`src/rtl/seqdet_scan_ctrl_if.sv`:
```
// Host-side bus of the scan controller: config/start, serial bit stream
// with valid/ready, and the scan result outputs.
interface seqdet_scan_ctrl_if #(
   parameter int MAX_LEN = 8,
   parameter int LEN_W   = 4,
   parameter int CNT_W   = 16
);
   logic               start;
   logic [MAX_LEN-1:0] cfg_pattern;
   logic [LEN_W-1:0]   cfg_len;
   logic [CNT_W-1:0]   cfg_window;
   logic               din;
   logic               din_valid;
   logic               din_ready;
   logic               busy;
   logic               y;
   logic               done;
   logic               found;
   logic [CNT_W-1:0]   match_count;
   logic [CNT_W-1:0]   first_idx;

   modport master (
      output start, cfg_pattern, cfg_len, cfg_window, din, din_valid,
      input  din_ready, busy, y, done, found, match_count, first_idx
   );

   modport slave (
      input  start, cfg_pattern, cfg_len, cfg_window, din, din_valid,
      output din_ready, busy, y, done, found, match_count, first_idx
   );
endinterface

```
`src/rtl/seqdet_scan_ctrl.sv`:
```
// Programmable serial pattern detector sequenced over a bounded scan window.
// Optional build macro SEQ_STOP_ON_MATCH_EN: end the scan on the first match.
module seqdet_scan_ctrl #(
   parameter int MAX_LEN = 8,
   parameter int LEN_W   = 4,
   parameter int CNT_W   = 16
) (
   input logic               clk,
   input logic               reset,
   seqdet_scan_ctrl_if.slave bus
);
   typedef enum logic [1:0] {IDLE, SCAN, DONE} state_e;

   state_e             state_q, state_d;
   logic [MAX_LEN-1:0] pat_q, pat_d, hist_q, hist_d;
   logic [LEN_W-1:0]   len_q, len_d;
   logic [CNT_W-1:0]   win_q, win_d, bits_q, bits_d;
   logic [CNT_W-1:0]   cnt_q, cnt_d, first_q, first_d;
   logic               found_q, found_d, y_q, y_d;

   logic [MAX_LEN-1:0] hist_nxt, mask;
   logic [CNT_W:0]     bits_inc;
   logic               accept, hit, last;

   assign hist_nxt = {hist_q[MAX_LEN-2:0], bus.din};
   assign bits_inc = {1'b0, bits_q} + 1'b1;
   assign accept   = (state_q == SCAN) && bus.din_valid;
   assign last     = (bits_inc == {1'b0, win_q});

   // Only the low len_q history bits take part in the compare.
   always_comb begin
      mask = '0;
      for (int i = 0; i < MAX_LEN; i++) mask[i] = (32'(i) < 32'(len_q));
   end

   assign hit = accept && (bits_inc >= (CNT_W+1)'(len_q)) &&
                (((hist_nxt ^ pat_q) & mask) == '0);

   always_comb begin
      state_d = state_q;
      pat_d   = pat_q;
      len_d   = len_q;
      win_d   = win_q;
      hist_d  = hist_q;
      bits_d  = bits_q;
      cnt_d   = cnt_q;
      first_d = first_q;
      found_d = found_q;
      y_d     = 1'b0;
      case (state_q)
         IDLE: begin
            if (bus.start) begin
               pat_d   = bus.cfg_pattern;
               len_d   = (bus.cfg_len > LEN_W'(MAX_LEN)) ? LEN_W'(MAX_LEN) : bus.cfg_len;
               win_d   = bus.cfg_window;
               hist_d  = '0;
               bits_d  = '0;
               cnt_d   = '0;
               first_d = '0;
               found_d = 1'b0;
               state_d = (bus.cfg_len == '0 || bus.cfg_window == '0) ? DONE : SCAN;
            end
         end
         SCAN: begin
            if (accept) begin
               hist_d = hist_nxt;
               bits_d = bits_inc[CNT_W-1:0];
               if (hit) begin
                  y_d = 1'b1;
                  if (!(&cnt_q)) cnt_d = cnt_q + 1'b1;
                  if (!found_q) begin
                     first_d = bits_q;
                     found_d = 1'b1;
                  end
               end
`ifdef SEQ_STOP_ON_MATCH_EN
               if (last || hit) state_d = DONE;
`else
               if (last) state_d = DONE;
`endif
            end
         end
         DONE:    state_d = IDLE;
         default: state_d = IDLE;
      endcase
   end

   always_ff @(posedge clk) begin
      if (reset) begin
         state_q <= IDLE;
         pat_q   <= '0;
         len_q   <= '0;
         win_q   <= '0;
         hist_q  <= '0;
         bits_q  <= '0;
         cnt_q   <= '0;
         first_q <= '0;
         found_q <= 1'b0;
         y_q     <= 1'b0;
      end else begin
         state_q <= state_d;
         pat_q   <= pat_d;
         len_q   <= len_d;
         win_q   <= win_d;
         hist_q  <= hist_d;
         bits_q  <= bits_d;
         cnt_q   <= cnt_d;
         first_q <= first_d;
         found_q <= found_d;
         y_q     <= y_d;
      end
   end

   assign bus.din_ready   = (state_q == SCAN);
   assign bus.busy        = (state_q != IDLE);
   assign bus.done        = (state_q == DONE);
   assign bus.y           = y_q;
   assign bus.found       = found_q;
   assign bus.match_count = cnt_q;
   assign bus.first_idx   = first_q;
endmodule

```
`src/flat_wrapper.sv`:
```
// flat-port wrapper written by rule: the top's interface ports become plain ports
module seqdet_scan_ctrl_flat 
#(
   parameter int MAX_LEN = 8,
   parameter int LEN_W   = 4,
   parameter int CNT_W   = 16
)
  (clk, reset, bus_start, bus_cfg_pattern, bus_cfg_len, bus_cfg_window, bus_din, bus_din_valid, bus_din_ready, bus_busy, bus_y, bus_done, bus_found, bus_match_count, bus_first_idx);
  seqdet_scan_ctrl_if #(.MAX_LEN(MAX_LEN), .LEN_W(LEN_W), .CNT_W(CNT_W)) bus_i ();
  input logic clk;
  input logic reset;
  input wire logic [$bits(bus_i.start)-1:0] bus_start;
  input wire logic [$bits(bus_i.cfg_pattern)-1:0] bus_cfg_pattern;
  input wire logic [$bits(bus_i.cfg_len)-1:0] bus_cfg_len;
  input wire logic [$bits(bus_i.cfg_window)-1:0] bus_cfg_window;
  input wire logic [$bits(bus_i.din)-1:0] bus_din;
  input wire logic [$bits(bus_i.din_valid)-1:0] bus_din_valid;
  output wire logic [$bits(bus_i.din_ready)-1:0] bus_din_ready;
  output wire logic [$bits(bus_i.busy)-1:0] bus_busy;
  output wire logic [$bits(bus_i.y)-1:0] bus_y;
  output wire logic [$bits(bus_i.done)-1:0] bus_done;
  output wire logic [$bits(bus_i.found)-1:0] bus_found;
  output wire logic [$bits(bus_i.match_count)-1:0] bus_match_count;
  output wire logic [$bits(bus_i.first_idx)-1:0] bus_first_idx;
  assign bus_i.start = bus_start;
  assign bus_i.cfg_pattern = bus_cfg_pattern;
  assign bus_i.cfg_len = bus_cfg_len;
  assign bus_i.cfg_window = bus_cfg_window;
  assign bus_i.din = bus_din;
  assign bus_i.din_valid = bus_din_valid;
  assign bus_din_ready = bus_i.din_ready;
  assign bus_busy = bus_i.busy;
  assign bus_y = bus_i.y;
  assign bus_done = bus_i.done;
  assign bus_found = bus_i.found;
  assign bus_match_count = bus_i.match_count;
  assign bus_first_idx = bus_i.first_idx;
  seqdet_scan_ctrl #(.MAX_LEN(MAX_LEN), .LEN_W(LEN_W), .CNT_W(CNT_W)) u_core (.clk(clk), .reset(reset), .bus(bus_i));
endmodule
```
`config.mk`:
```
export PLATFORM = sky130hd
export DESIGN_NAME = seqdet_scan_ctrl_flat
export DESIGN_NICKNAME = d
export VERILOG_FILES = /design/src/rtl/seqdet_scan_ctrl_if.sv /design/src/rtl/seqdet_scan_ctrl.sv /design/src/flat_wrapper.sv
export SDC_FILE = /design/constraint.sdc
export NUM_CORES = 1
export LEC_CHECK = 0
export BUFFER_PORTS_ARGS = -buffer_cell sky130_fd_sc_hd__buf_4
export CORE_MARGIN = 2
export CORE_UTILIZATION = 61
export CTS_CLUSTER_SIZE = 25
export DETAILED_ROUTE_END_ITERATION = 16
export GPL_TIMING_DRIVEN = 0
export PLACE_DENSITY = 0.82
export SETUP_SLACK_MARGIN = 0.1
export SLEW_MARGIN = 20
export SYNTH_ARGS = -nofsm -noshare
export SYNTH_HDL_FRONTEND = slang
export SYNTH_SLANG_ARGS = --single-unit
```
`constraint.sdc`:
```
create_clock -name clk -period 4.1 [get_ports clk]
set_input_delay 0.205 -clock clk [delete_from_list [all_inputs] [get_ports clk]]
set_output_delay 0.205 -clock clk [all_outputs]
set_load 0.005 [all_outputs]
```
==> reports/qor.csv <==
stage;metric;value;unit
pwr;Int Power;1.21;mW
timing;Fmax achieved;305;MHz
clock_network;Root Buffer;clkbuf_8;
logic_synthesis;share of flip-flops with an asynchronous set or reset;0;
timing;Period minus WS final;3.27;ns
status;outcome;complete, no violations;
timing;clk_skew;0.0150;ns
clock_network;htree depth;3;
setup_path;Crit. End Element;register;
setup_path;CP top delay family;compound AO/OA/AOI/OAI gates;
hold_path;hold path cells;3;
global_route;vias in the first global route;4422;
timing;relative slew slack;0.498;
global_route;largest net degree at the start of global routing;16;
logic_synthesis;Synth Instances;566;
detailed_routing;M1 wire length;5380;um
floorplanning;Boundary Pins;70;
pwr;Net Sw Frac;0.305;
setup_path;Max FO, Critical Path;10;
timing;final setup violation count;0;
logic_synthesis;EDFF count, synth;0;
setup_path;Req. time, crit path;4.36;ns
placed_design;IO buf count;68;
timing;Hold WS;0.0826;ns
setup_path;crit path DAT;3.53;ns
clock_network;clock-pin slew on the worst setup and hold paths;0.10;ns
clock_network;Sink Count;87;
detailed_routing;Routed WL;12900;um
logic_synthesis;Syn. warnings;0;
logic_synthesis;Avg Inst Size Synth;8.08;um^2
logic_synthesis;flops & latches, synth;87;
placed_design;placed cells;733;
detailed_routing;routed len/inst;17.3;um
global_route;gr ovfl total;0;
detailed_routing;number of routed nets with antenna violations;0;
timing;worst slew pin tran;0.746;ns
logic_synthesis;synth top area cells;dfxtp_1, nand2_1, xnor2_1;
clock_network;CTS tree;yes;
clock_network;hold buffer count at CTS;0;
setup_path;critical path's slowest cell;dfxtp_1;
finish;NumNets Final;684;
finish;Area Overhead vs Synth;17.9;%
setup_path;most used cell, CP;ha_1;
pwr;Seq pwr share;0.511;
pwr;PwrDens;323;nW/um^2
floorplanning;core area;7250;um^2
detailed_routing;DR iter-0 viols;282;
logic_synthesis;cell taking the most area after synthesis;dfxtp_1;
setup_path;Crit path largest cell delay;0.53;ns
detailed_routing;# DRC;0;
run;Max-cap violations;0;
finish;most frequent cells in the layout;dfxtp_1, nand2_1, buf_4, a21oi_1, nor2_1;
detailed_routing;vias;4625;
timing;Final Hold Violating Endpoints;0;
global_route;Overall Global Routing Usage;0.317;
pwr;combinational share of power;0.162;
setup_path;Crit Path Class;reg2reg;
setup_path;Worst path depth;12;
detailed_routing;met2 routed WL;6410;um
logic_synthesis;count of cell types in the netlist;64;
detailed_routing;via-per-instance ratio;6.17;
floorplanning;num rows;31;
setup_path;CP Cell Sequence;ha_1, buf_2, xor2_1, ha_1, o21a_1, o31ai_1, o2111a_1, nand4_1, o21bai_2, nor2_1, clkbuf_1, a32o_1;
hold_path;Hold Crit Class;in2reg;
setup_path;WP buf/inv;2;
logic_synthesis;register area share after synthesis;0.381;
floorplanning;Die Ht;90.6;um
floorplanning;starting density of the core;0.630;
finish;fillers;625;
global_route;first-pass GRT wire length;21100;um
floorplanning;Die X;90.6;um
pwr;Pleak;2.07;nW
finish;most common cell after layout, fill and taps aside;dfxtp_1;
clock_network;postcts setup bufs;0;
timing;period utilization;0.798;
pwr;P_sw;0.531;mW
logic_synthesis;main flop type after synthesis;dfxtp_1;
placed_design;GPL Wtd Cong;0.913;
floorplanning;Die Area;8210;um^2
logic_synthesis;Post-Syn Nets;605;
clock_network;total CTS buffers;9;
pwr;Clk network pwr share;0.327;
finish;layout cells sized above 1;0.177;
setup_path;r2r worst-path depth;12;
timing;Fin Setup TNS;0;ns
pwr;Max VDD drop;0.000190;V
finish;final cell count without fillers;749;
finish;ANT cells;0;
clock_network;clk buf depth;2;
logic_synthesis;Synth top area share;0.381;
detailed_routing;routed wire length on met3;804;um
clock_network;post-cts sizing count;0;
detailed_routing;Pre-antenna DRT Iters;5;
timing;Slew Limit Fails;0;
placed_design;DP HPWL;9230;um
detailed_routing;DR top layer;met4;
global_route;antenna violations before repair;0;
timing;RSZ-0062 raised after global routing;false;
clock_network;clock latency on the worst-skew pair;0.37;ns
setup_path;CP Launch Type;register;
logic_synthesis;Cell Area, Synth;4570;um^2
Yosys cell counts (all sizes together), types with 11 or more instances:
master / instances
buf: 16
and3: 16
nor2: 42
nand4: 11
nor3: 19
nand3: 31
nor4: 11
o21ai: 12
o211ai: 13
a32o: 21
a21oi: 52
clkbuf: 30
xor2: 11
nand2: 84
inv: 11
xnor2: 32
dfxtp: 87
stage by stage:
stage / cell area (um^2) / setup slack, ns / power (mW) / util
detailed placement: 5210 / 0.875 / 1.18 / 0.718
global route: 5390 / 0.627 / 1.80 / 0.743
CTS: 5390 / 0.857 / 1.74 / 0.743
floorplan: 4570 / 1.45 / 1.08 / -
global placement: 5210 / 0.952 / 1.17 / 0.718
finish: 5390 / 0.827 / 1.74 / 0.743
state kept, by name, summed over array words and instances (netlist names):
name	cells
u_core.bits_q	16
u_core.bus.first_idx	16
u_core.bus.found	1
u_core.bus.match_count	16
u_core.bus.y	1
u_core.hist_q	7
u_core.len_q	4
u_core.pat_q	8
u_core.state_q	2
u_core.win_q	16
area by class of cell:
| type | count | area (um^2) | share of cell area |
|---|---|---|---|
| well taps | 99 | 124 | 0.0230 |
| multi-input cells | 422 | 2590 | 0.480 |
| clock buffers | 11 | 141 | 0.0262 |
| repair buffers | 68 | 510 | 0.0947 |
| flip-flops and latches | 87 | 1740 | 0.323 |
| plain buffers | 46 | 204 | 0.0378 |
| inverters | 11 | 41.3 | 0.00766 |
| clock inverters | 5 | 41.3 | 0.00766 |
power groups by stage:
stage          registers [mW]  clock network, mW  logic, mW
2_1_floorplan           0.903                  0      0.178
3_3_place_gp            0.909                  0      0.265
3_5_place_dp            0.909                  0      0.273
4_1_cts                 0.890              0.575      0.275
5_1_grt                 0.893              0.602      0.306
6_report                0.890              0.570      0.282
logic make-up after synthesis:
kind of cell	Yosys count	synth area share
muxes	2	0.00465
buffers and inverters	57	0.0536
and+or+nand+nor	235	0.254
xor gates and xnor gates	43	0.0824
adders and majority gates	6	0.0164
DFF	87	0.381
AOI/OAI and AO/OA	136	0.208
worst reg2reg max path, stage by stage (launching register included):
cell	delay, ns
dfxtp_1	0.53
ha_1	0.20
buf_2	0.21
xor2_1	0.27
ha_1	0.29
o21a_1	0.18
o31ai_1	0.08
o2111a_1	0.24
nand4_1	0.14
o21bai_2	0.36
nor2_1	0.09
clkbuf_1	0.26
a32o_1	0.32
metal layers:
metal | GRT usage | up-vias
met5 | 0 | -
li1 | - | 2200
met4 | 0.147 | 0
met2 | 0.538 | 191
met3 | 0.0501 | 32
met1 | 0.394 | 2202
final timing paths:
check                                   startpoint                        end  slack [ns]
worst max-delay path              u_core.bits_q[1]  u_core.bus.match_count[8]        0.83
worst min-delay path            bus_cfg_window[15]           u_core.win_q[15]        0.08
worst max register to register    u_core.bits_q[1]  u_core.bus.match_count[8]        0.83
worst min register to register     u_core.win_q[0]            u_core.win_q[0]        0.48
(Power assumes the default switching activity.)
